`src/rtl/music_pkg.sv`:
```
// Shared widths, constants, FSM state type and duration decode for the note sequencer.
package music_pkg;

   localparam int unsigned ADDR_W = 8;
   localparam int unsigned DUR_W  = 4;
   localparam int unsigned TONE_W = 4;

   localparam logic [DUR_W+TONE_W-1:0] END_MARKER     = 8'h00;
   localparam int unsigned             DUR_ZERO_UNITS = 16;

   typedef enum logic [2:0] {
      ST_IDLE  = 3'd0,
      ST_FETCH = 3'd1,
      ST_LATCH = 3'd2,
      ST_PLAY  = 3'd3,
      ST_DONE  = 3'd4
   } seq_state_t;

   // A zero duration field stands for the longest note.
   function automatic logic [DUR_W:0] dur_units(input logic [DUR_W-1:0] dur);
      return (dur == '0) ? (DUR_W+1)'(DUR_ZERO_UNITS) : {1'b0, dur};
   endfunction

endpackage

```
`src/rtl/tick_prescaler.sv`:
```
// Duration-unit divider: tick pulses on every TICK_DIV-th enabled cycle; clr restarts the count.
module tick_prescaler #(
   parameter int unsigned TICK_DIV = 3125000
) (
   input  logic clk,
   input  logic rst,
   input  logic en,
   input  logic clr,
   output logic tick
);

   localparam int unsigned   CW   = (TICK_DIV > 1) ? $clog2(TICK_DIV) : 1;
   localparam logic [CW-1:0] LAST = CW'(TICK_DIV - 1);

   logic [CW-1:0] cnt;

   assign tick = en && (cnt == LAST);

   always_ff @(posedge clk) begin
      if (!rst || clr)
         cnt <= '0;
      else if (en)
         cnt <= tick ? '0 : cnt + 1'b1;
   end

endmodule

```
`src/rtl/note_sequencer.sv`:
```
// Song ROM walker driving a tone generator; define NOTE_GAP_EN to silence the last
// GAP_CYCLES counted cycles of every note (articulation gap).
module note_sequencer
   import music_pkg::*;
#(
   parameter int unsigned TICK_DIV   = 3125000,
   parameter int unsigned GAP_CYCLES = 312500
) (
   input  logic                    clk,
   input  logic                    rst,
   input  logic                    play,
   input  logic                    loop_en,
   output logic [ADDR_W-1:0]       song_addr,
   input  logic [DUR_W+TONE_W-1:0] song_data,
   output logic [TONE_W-1:0]       tone,
   output logic                    note_start,
   output logic                    song_done
);

   if (TICK_DIV < 2 || GAP_CYCLES < 1 || GAP_CYCLES >= TICK_DIV) begin : g_param_check
      $error("note_sequencer: TICK_DIV/GAP_CYCLES out of range");
   end

   seq_state_t        state;
   logic [DUR_W:0]    units;
   logic [DUR_W:0]    unit_cnt;
   logic [TONE_W-1:0] note_tone;
   logic [TONE_W-1:0] tone_q;
   logic              counting;
   logic              tick;
   logic              last_unit;
   logic              gap;

   // Only PLAY cycles with play high advance the note; pausing freezes the divider.
   assign counting  = (state == ST_PLAY) && play;
   assign last_unit = (unit_cnt == units - 1'b1);
   assign song_done = (state == ST_DONE);

   tick_prescaler #(.TICK_DIV(TICK_DIV)) u_prescaler (
      .clk  (clk),
      .rst  (rst),
      .en   (counting),
      .clr  (state != ST_PLAY),
      .tick (tick)
   );

`ifdef NOTE_GAP_EN
   localparam int unsigned GW = $clog2(TICK_DIV + 1);
   logic [GW-1:0] tail_cnt;

   // The gap never spans more than one unit, so only the last unit needs a position count.
   always_ff @(posedge clk) begin
      if (!rst || state != ST_PLAY)
         tail_cnt <= '0;
      else if (counting && last_unit)
         tail_cnt <= tail_cnt + 1'b1;
   end

   assign gap = last_unit && (32'(tail_cnt) >= (TICK_DIV - GAP_CYCLES));
`else
   assign gap = 1'b0;
`endif

   always_comb begin
      tone = '0;
      case (state)
         ST_FETCH, ST_LATCH: tone = tone_q;
         ST_PLAY:            if (play && !gap) tone = note_tone;
         default:            tone = '0;
      endcase
   end

   always_ff @(posedge clk) begin
      if (!rst) begin
         state      <= ST_IDLE;
         song_addr  <= '0;
         units      <= '0;
         unit_cnt   <= '0;
         note_tone  <= '0;
         tone_q     <= '0;
         note_start <= 1'b0;
      end else begin
         tone_q     <= tone;
         note_start <= 1'b0;
         case (state)
            ST_IDLE: begin
               song_addr <= '0;
               if (play) state <= ST_FETCH;
            end
            ST_FETCH: state <= ST_LATCH;
            ST_LATCH: begin
               if (song_data == END_MARKER) begin
                  if (loop_en) begin
                     song_addr <= '0;
                     state     <= ST_FETCH;
                  end else begin
                     state <= ST_DONE;
                  end
               end else begin
                  units      <= dur_units(song_data[TONE_W +: DUR_W]);
                  note_tone  <= song_data[TONE_W-1:0];
                  unit_cnt   <= '0;
                  note_start <= 1'b1;
                  state      <= ST_PLAY;
               end
            end
            ST_PLAY: begin
               if (tick) begin
                  if (last_unit) begin
                     unit_cnt  <= '0;
                     song_addr <= song_addr + 1'b1;
                     state     <= ST_FETCH;
                  end else begin
                     unit_cnt <= unit_cnt + 1'b1;
                  end
               end
            end
            ST_DONE: begin
               if (!play) begin
                  song_addr <= '0;
                  state     <= ST_IDLE;
               end
            end
            default: state <= ST_IDLE;
         endcase
      end
   end

endmodule

```
`config.mk`:
```
export PLATFORM = sky130hd
export DESIGN_NAME = note_sequencer
export DESIGN_NICKNAME = d
export VERILOG_FILES = /design/src/rtl/music_pkg.sv /design/src/rtl/tick_prescaler.sv /design/src/rtl/note_sequencer.sv
export SDC_FILE = /design/constraint.sdc
export NUM_CORES = 1
export LEC_CHECK = 0
export CAP_MARGIN = 20
export CORE_ASPECT_RATIO = 1.1
export CORE_UTILIZATION = 45
export CTS_CLUSTER_DIAMETER = 60
export CTS_CLUSTER_SIZE = 25
export DETAILED_ROUTE_END_ITERATION = 10
export PLACE_DENSITY = 0.68
export SLEW_MARGIN = 30
export SYNTH_ARGS = -nofsm -noshare
export SYNTH_HDL_FRONTEND = slang
export SYNTH_SLANG_ARGS = --single-unit
```
`constraint.sdc`:
```
create_clock -name clk -period 3.5 [get_ports clk]
set_input_delay 1.05 -clock clk [delete_from_list [all_inputs] [get_ports clk]]
set_output_delay 1.05 -clock clk [all_outputs]
set_load 0.01 [all_outputs]
```
==> Implementation_results.wiki, run 1 <==
{| class="wikitable"
! Metric !! Value
|-
| Post-Syn Area per Cell || about 8.3 sq um
|-
| H-tree depth reported by CTS || 2
|-
| Remaining Overflow, GRT || 0
|-
| Ratio of routed vias to standard cells || about 5.5
|-
| Cell with the largest stage delay on the worst path || sky130_fd_sc_hd__clkdlybuf4s50_1
|-
| Critical path start-end classification || in -> out
|-
| Max cap viols || 0
|-
| Final net count || ~370
|-
| Met3 track demand over resource || ~3.6%
|-
| Synth-to-layout area growth || 15.6%
|-
| Data required, critical path || around 2.5 ns
|-
| Relative slew margins || between 40% and 50%
|-
| Num ports || 26
|-
| Number of iterations in the first detailed-routing pass || 4
|-
| Horizontal die dimension || around 76 um
|-
| Total number of yosys warnings || 0
|-
| Die footprint || 0.00628 sq mm
|-
| Antenna cell count || 0
|-
| Part of the cycle the worst path needs || a little over nine tenths
|-
| Core Util, Final || between 50% and 60%
|-
| Final instance area || about 0.0031 sq mm
|-
| VDD IR-drop max || around 0.19 mV
|-
| Tightest Pin Transition || about 0.83 ns
|-
| Average wire per standard cell || 13.0 um
|-
| Crit path cell chain || dlygate4sd2_1 > nand3_1 > a21oi_1 > a21oi_1 > nor2_1 > clkdlybuf4s50_1
|-
| Post-detailed-route count of antenna-violating nets || 0
|-
| Setup fix buffers added after clock tree synthesis || 0
|-
| Family of cells with the greatest summed delay on the critical path || buffers and inverters
|-
| Static Leak || a little over 1 nW
|-
| Startpoint of the most critical setup path || play
|-
| Status || completed
|-
| Final non-filler cell total || between 400 and 500
|-
| Total wirelength of the detailed-routed design || between 5000 and 6000 um
|-
| Finish-stage setup viols || 0
|-
| Dpl cell area || slightly above 0.003 sq mm
|-
| Top cell by count, worst path || sky130_fd_sc_hd__a21oi_1
|-
| Row count || 29
|-
| Placed cell count || about 420
|-
| Primary FF master, synth || sky130_fd_sc_hd__dfxtp_1
|-
| Hold path start || note_tone[3]
|-
| RSZ-0062 raised after global routing || false
|-
| Root Driver || sky130_fd_sc_hd__clkbuf_8
|-
| Worst path bufs/invs || 2
|-
| Worst-Skew Late Latency || ~0.30 ns
|-
| Hold violation total from the final report || 0
|-
| Clock tree from TritonCTS || built
|-
| Total number of clock tree sinks || 52
|-
| Grt met2 use || a little under a third
|-
| Highest fanout seen on the critical path || 5
|-
| Routability cong. || 0.737
|-
| Worst Skew || 0.00493 ns
|-
| Highest clock frequency the design can meet || approximately 290 MHz
|-
| Global-route wire length before repair || approximately 9600 um
|-
| Hold/Removal Path Class || reg -> reg
|-
| Syn Inst Count || 322
|-
| Async SR Flop Fraction || 0%
|-
| Critical Path Start Type || primary input
|-
| Final HPWL DP || 4040 um
|-
| Initial DRC count || 82
|-
| Overall via count from detail_route || 2,331
|-
| Area of the core region || about 0.0058 sq mm
|-
| Post-synthesis register bit count || between 50 and 60
|-
| Net Count, Synth || roughly 340
|-
| Endpoint kind of the worst setup timing path || primary output
|-
| Die Y-Extent || 83.0 um
|-
| Number of enable flip-flop cells after synthesis || 0
|-
| Clock period minus final worst setup slack || between 3 and 4 ns
|-
| Count of pins over their slew limit || 0
|-
| Pwr Density || 331 mW/mm^2
|-
| Total Power || 1.03 mW
|-
| Netlist Area Pre-Place || about 0.0027 sq mm
|-
| Number of global-route vias before repair || ~2,200
|-
| Count of unique library cells instantiated by Yosys || between 50 and 60
|-
| Initial antenna violation count || 0
|-
| Largest net degree at the start of global routing || 20
|-
| Clock buffers created by TritonCTS || 5
|-
| # DRC || 0
|-
| CP arrival || around 2.4 ns
|-
| Share of the yosys chip area belonging to registers || between 30% and 40%
|-
| Clk slew on worst S/H paths || ~0.09 ns
|-
| Delay contributed by the slowest stage of the critical path || ~0.54 ns
|-
| IO Port Bufs || 25
|-
| Longest Clk Path Bufs || 2
|-
| Global routing's busiest layer || met2
|-
| Starting utilization of the core area || between 40% and 50%
|-
| Total Routing Usage GR || about a fifth
|-
| GR met1 Demand/Resource || between 20% and 30%
|-
| Reg-to-Reg Start || state[1]
|-
| Fraction of final layout cells sized beyond drive strength 1 || around 8.0%
|}
-- state kept, by name, indices dropped and copies added (netlist names) --
name             cells
song_addr            8
unit_cnt             5
note_tone            4
units                5
state                3
tone_q               4
u_prescaler.cnt     22
note_start           1
-- cell usage after synthesis, types with 2 or more instances --
cell type | n | area share [%]
sky130_fd_sc_hd__inv_1 | 7 | 0.98
sky130_fd_sc_hd__or4_1 | 2 | 0.56
sky130_fd_sc_hd__nand4_1 | 5 | 1.2
sky130_fd_sc_hd__buf_2 | 3 | 0.56
sky130_fd_sc_hd__a311oi_1 | 4 | 1.3
sky130_fd_sc_hd__nor3_1 | 10 | 1.9
sky130_fd_sc_hd__nor3b_1 | 2 | 0.56
sky130_fd_sc_hd__and3_1 | 5 | 1.2
sky130_fd_sc_hd__a21o_1 | 3 | 0.84
sky130_fd_sc_hd__nor2_1 | 33 | 4.6
sky130_fd_sc_hd__a21oi_1 | 30 | 5.6
sky130_fd_sc_hd__nand3b_1 | 3 | 0.84
sky130_fd_sc_hd__ha_1 | 4 | 1.9
sky130_fd_sc_hd__o21ai_2 | 2 | 0.65
sky130_fd_sc_hd__xnor2_1 | 8 | 2.6
sky130_fd_sc_hd__nand3_1 | 25 | 4.7
sky130_fd_sc_hd__a22oi_1 | 2 | 0.56
sky130_fd_sc_hd__a31oi_1 | 2 | 0.47
sky130_fd_sc_hd__buf_6 | 3 | 1.3
sky130_fd_sc_hd__nor4b_2 | 2 | 1.1
sky130_fd_sc_hd__dfxtp_1 | 52 | 39
sky130_fd_sc_hd__or3_1 | 6 | 1.4
sky130_fd_sc_hd__o221a_2 | 2 | 0.84
sky130_fd_sc_hd__nand2b_1 | 9 | 2.1
sky130_fd_sc_hd__nand2_1 | 34 | 4.8
sky130_fd_sc_hd__and2_1 | 4 | 0.93
sky130_fd_sc_hd__or3_4 | 2 | 0.84
sky130_fd_sc_hd__nor4_1 | 2 | 0.47
sky130_fd_sc_hd__xor2_1 | 18 | 5.9
sky130_fd_sc_hd__clkbuf_1 | 7 | 0.98
sky130_fd_sc_hd__o21ai_0 | 9 | 1.7
-- worst register-to-register path: cells and delay by family, from the launching register on --
family             cells  cell delay [ns]
and+or+nand+nor        4             1.41
DFF                    1             0.68
AOI/OAI and AO/OA      2             0.37
-- layer usage --
layer  up-vias  share of wire, %
li1       1197                 -
met1      1108                50
met2        20                47
met3         6               1.8
met4         0               1.2
met5         -                 0
-- what timing repair did --
item                       CTS  global route
hold buffers                 0             0
gates resized for setup      1             0
setup endpoints to repair    4             0
-- metrics by stage --
| step | hold slack (ns) | worst slack [ns] | setup TNS, ns |
|---|---|---|---|
| after floorplan | 0.437 | 0.667 | 0 |
| after global placement | 0.456 | -0.131 | -0.517 |
| after detailed placement | 0.466 | -0.164 | -0.599 |
| after CTS | 0.480 | 0.0998 | 0 |
| after global routing | 0.501 | 0.0419 | 0 |
| final | 0.474 | 0.101 | 0 |
-- cells in the final DEF, fill, tap and decap left out, drive strengths merged, types with 5 or more instances in the layout --
cell           count
a21oi             30
and3               5
buf                9
clkbuf             8
clkdlybuf4s50     24
dfxtp             52
inv                7
nand2             34
nand2b             9
nand3             25
nand4              6
nor2              33
nor3              12
o21ai             11
or3                8
xnor2              8
xor2              18
-- power by group --
group / leakage (nW) / internal [mW] / switching (mW) / total, mW
combinational: 0.574 / 0.0312 / 0.0374 / 0.0686
sequential: 0.419 / 0.596 / 0.00836 / 0.605
clock: 0.0455 / 0.162 / 0.193 / 0.355
total: 1.04 / 0.789 / 0.239 / 1.03
-- logic make-up after synthesis --
| family | Yosys count | share of synthesized area (%) |
|---|---|---|
| buf+inv | 21 | 4.05 |
| xor+xnor | 26 | 8.48 |
| simple gates | 155 | 31.9 |
| compound gates | 64 | 15.0 |
| fa+ha+maj | 4 | 1.86 |
| flops | 52 | 38.8 |
-- area by class of cell --
type	count	area [sq um]
multi-input combinational	249	1540
inverter	7	26.3
clock buffer	8	90.1
sequential	52	1040
timing repair buffer	34	317
tap	77	96.3
fill	533	2660
-- worst paths after layout --
kind	end	slack, ns	cells after the start
max	tone[3]	0.10	6
min reg2reg	note_tone[3]	0.47	2
max reg2reg	song_addr[6]	0.94	6
min	note_tone[3]	0.47	2
(Power assumes the default switching activity.)
==> run 2: changes to the inputs <==
--- a/config.mk
+++ b/config.mk
@@ -9,7 +9,7 @@
 export CORE_ASPECT_RATIO = 1.1
 export CORE_UTILIZATION = 45
 export CTS_CLUSTER_DIAMETER = 60
-export CTS_CLUSTER_SIZE = 25
+export CTS_CLUSTER_SIZE = 12
 export DETAILED_ROUTE_END_ITERATION = 10
 export PLACE_DENSITY = 0.68
 export SLEW_MARGIN = 30
==> constraint.sdc (replaced) <==
create_clock -name clk -period 3.5 [get_ports clk]
set_input_delay 1.05 -clock clk [delete_from_list [all_inputs] [get_ports clk]]
set_output_delay 1.05 -clock clk [all_outputs]
set_load 0.005 [all_outputs]
==> Implementation_results.wiki, run 2 (synthesis gave the netlist of run 1 again) <==
{| class="wikitable"
! Metric !! Value
|-
| Status || completed (unchanged)
|-
| Row count || 29 (unchanged)
|-
| Filler Cell Count || 528 (was 533)
|-
| Tightest Pin Transition || 0.835 ns (was 0.832 ns)
|-
| Clk slew on worst S/H paths || 0.10 ns (was 0.09 ns)
|-
| Combined flip-flop and latch cell area || 0.00104 sq mm (unchanged)
|-
| Hold/Removal Path Class || reg -> reg (unchanged)
|-
| Largest reg by FF count || u_prescaler.cnt (unchanged)
|-
| Delay contributed by the slowest stage of the critical path || 0.50 ns (was 0.54 ns)
|-
| Clock tree from TritonCTS || built (unchanged)
|-
| Count of pins over their slew limit || 0 (unchanged)
|-
| Number of iterations in the first detailed-routing pass || 4 (unchanged)
|-
| Top flop regs || u_prescaler.cnt (22), song_addr (8) (unchanged)
|-
| Die footprint || 0.00628 sq mm (unchanged)
|-
| Routability cong. || 0.739 (was 0.737)
|-
| Global-route wire length before repair || 9360 um (was 9640 um)
|-
| Worst Skew || 0.0151 ns (was 0.00493 ns)
|-
| Area of the core region || 0.00577 sq mm (unchanged)
|-
| Clock buffers created by TritonCTS || 5 (unchanged)
|-
| Grt met2 use || 29.1% (was 30.7%)
|-
| Clock period minus final worst setup slack || 3.36 ns (was 3.40 ns)
|-
| Top cell by count, worst path || sky130_fd_sc_hd__a21oi_1 (unchanged)
|-
| Highest clock frequency the design can meet || 297 MHz (was 294 MHz)
|-
| Multi-input gate area in the final layout || 0.00154 sq mm (unchanged)
|-
| Average wire per standard cell || 12.8 um (was 13.0 um)
|-
| Reg-to-Reg Start || state[1] (unchanged)
|-
| Total Routing Usage GR || 18.7% (was 19.3%)
|-
| CP arrival || 2.31 ns (was 2.35 ns)
|-
| Number of global-route vias before repair || 2,113 (was 2,189)
|-
| Dpl cell area || 0.00302 sq mm (unchanged)
|-
| Final HPWL DP || 3960 um (was 4040 um)
|-
| Initial antenna violation count || 0 (unchanged)
|-
| Num ports || 26 (unchanged)
|-
| Antenna cell count || 0 (unchanged)
|-
| Final non-filler cell total || 427 (unchanged)
|-
| Final-layout worst hold slack || 0.482 ns (was 0.474 ns)
|-
| Final net count || 365 (unchanged)
|-
| Final instance area || 0.00312 sq mm (was 0.00311 sq mm)
|-
| Hold path start || units[4] (was note_tone[3])
|-
| Commonest non-fill, non-tap cell in the layout || sky130_fd_sc_hd__dfxtp_1 (unchanged)
|-
| Die Y-Extent || 83.0 um (unchanged)
|-
| Critical Path Start Type || primary input (unchanged)
|-
| Fin Setup TNS || 0 ns (unchanged)
|-
| Cell with the largest stage delay on the worst path || sky130_fd_sc_hd__clkdlybuf4s50_1 (unchanged)
|-
| Ratio of routed vias to standard cells || 5.34 (was 5.46)
|-
| Endpoint kind of the worst setup timing path || primary output (unchanged)
|-
| Commonest non-fill, non-tap cells in the layout || sky130_fd_sc_hd__dfxtp_1, sky130_fd_sc_hd__nand2_1, sky130_fd_sc_hd__nor2_1, sky130_fd_sc_hd__a21oi_1, sky130_fd_sc_hd__nand3_1 (unchanged)
|-
| Setup slack of the critical path after layout || 0.137 ns (was 0.101 ns)
|-
| Post-detailed-route count of antenna-violating nets || 0 (unchanged)
|-
| Relative slew margins || 44.1% (was 44.3%)
|-
| Highest fanout seen on the critical path || 5 (unchanged)
|-
| Hold violation total from the final report || 0 (unchanged)
|-
| Total Power || 1.08 mW (was 1.03 mW)
|-
| Longest Clk Path Bufs || 2 (unchanged)
|-
| Core Util, Final || 54.2% (was 53.8%)
|-
| Part of the cycle the worst path needs || 96.1% (was 97.1%)
|-
| Total wirelength of the detailed-routed design || 5460 um (was 5540 um)
|-
| RSZ-0062 raised after global routing || false (unchanged)
|-
| Data required, critical path || 2.45 ns (about the same)
|-
| H-tree depth reported by CTS || 2 (unchanged)
|-
| Placed cell count || 419 (unchanged)
|-
| Overall via count from detail_route || 2,282 (was 2,331)
|-
| Remaining Overflow, GRT || 0 (unchanged)
|-
| Max cap viols || 0 (unchanged)
|-
| Setup slack at placement || -0.137 ns (was -0.164 ns)
|-
| Startpoint of the most critical setup path || play (unchanged)
|-
| Quantity of hold-fixing buffers added after cts || 0 (unchanged)
|-
| Max FFs per register || 22 (unchanged)
|-
| Setup fix buffers added after clock tree synthesis || 0 (unchanged)
|-
| VDD IR-drop max || 0.194 mV (was 0.193 mV)
|-
| Global routing's busiest layer || met2 (unchanged)
|-
| Root Driver || sky130_fd_sc_hd__clkbuf_8 (unchanged)
|-
| Total number of clock tree sinks || 52 (unchanged)
|-
| Finish-stage setup viols || 0 (unchanged)
|-
| # DRC || 0 (unchanged)
|-
| Crit path cell chain || dlygate4sd2_1 > nand3_1 > a21oi_1 > a21oi_1 > nor2_1 > clkdlybuf4s50_1 (unchanged)
|-
| Initial DRC count || 104 (was 82)
|-
| Static Leak || 1.05 nW (was 1.04 nW)
|-
| Largest net degree at the start of global routing || 20 (unchanged)
|-
| Starting utilization of the core area || 46.6% (unchanged)
|-
| Horizontal die dimension || 75.7 um (unchanged)
|-
| IO Port Bufs || 25 (unchanged)
|-
| Worst-Skew Late Latency || 0.31 ns (was 0.30 ns)
|-
| Pwr Density || 346 mW/mm^2 (was 331 mW/mm^2)
|-
| GR met1 Demand/Resource || 25.3% (was 26.1%)
|-
| Synth-to-layout area growth || 16.3% (was 15.6%)
|-
| Fraction of final layout cells sized beyond drive strength 1 || 8.29% (was 8.00%)
|-
| Met3 track demand over resource || 3.40% (was 3.64%)
|-
| Critical path start-end classification || in -> out (unchanged)
|}
[run 2: final timing paths]
kind	end	slack [ns]	depth (start not counted)
setup / recovery	tone[3]	0.14	6
hold / removal	units[4]	0.48	2
hold reg to reg	units[4]	0.48	2
setup reg to reg	song_addr[6]	0.96	6
[run 2: metal layers]
metal	wire (um)	vias up
met5	0	-
li1	-	1200
met2	2490	30
met4	93	0
met3	131	9
met1	2740	1043
[run 2: area by class of cell]
type	instances	share of cell area (%)
multi-input cells	249	49.2
flip-flops and latches	52	33.3
repair buffers	34	10.1
well taps	77	3.08
clock buffers	6	2.32
clock inverters	2	1.12
inverters	7	0.841
[run 2: report_power, final]
part | internal, mW | total [mW] | leakage [nW] | switching, mW
clock | 0.213 | 0.409 | 0.0552 | 0.197
sequential | 0.596 | 0.605 | 0.419 | 0.00819
combinational | 0.0312 | 0.0679 | 0.574 | 0.0367
total | 0.840 | 1.08 | 1.05 | 0.242
[run 2: critical path: cells and delay by family]
family / cells / cell delay, ns
buf+inv: 2 / 0.81
simple gates: 2 / 0.21
compound gates: 2 / 0.25
[run 2: timing repair]
| action | CTS | global route |
|---|---|---|
| endpoints found under the setup margin | 4 | 0 |
| gates resized for setup | 1 | 0 |
| hold endpoints to repair | 0 | 0 |
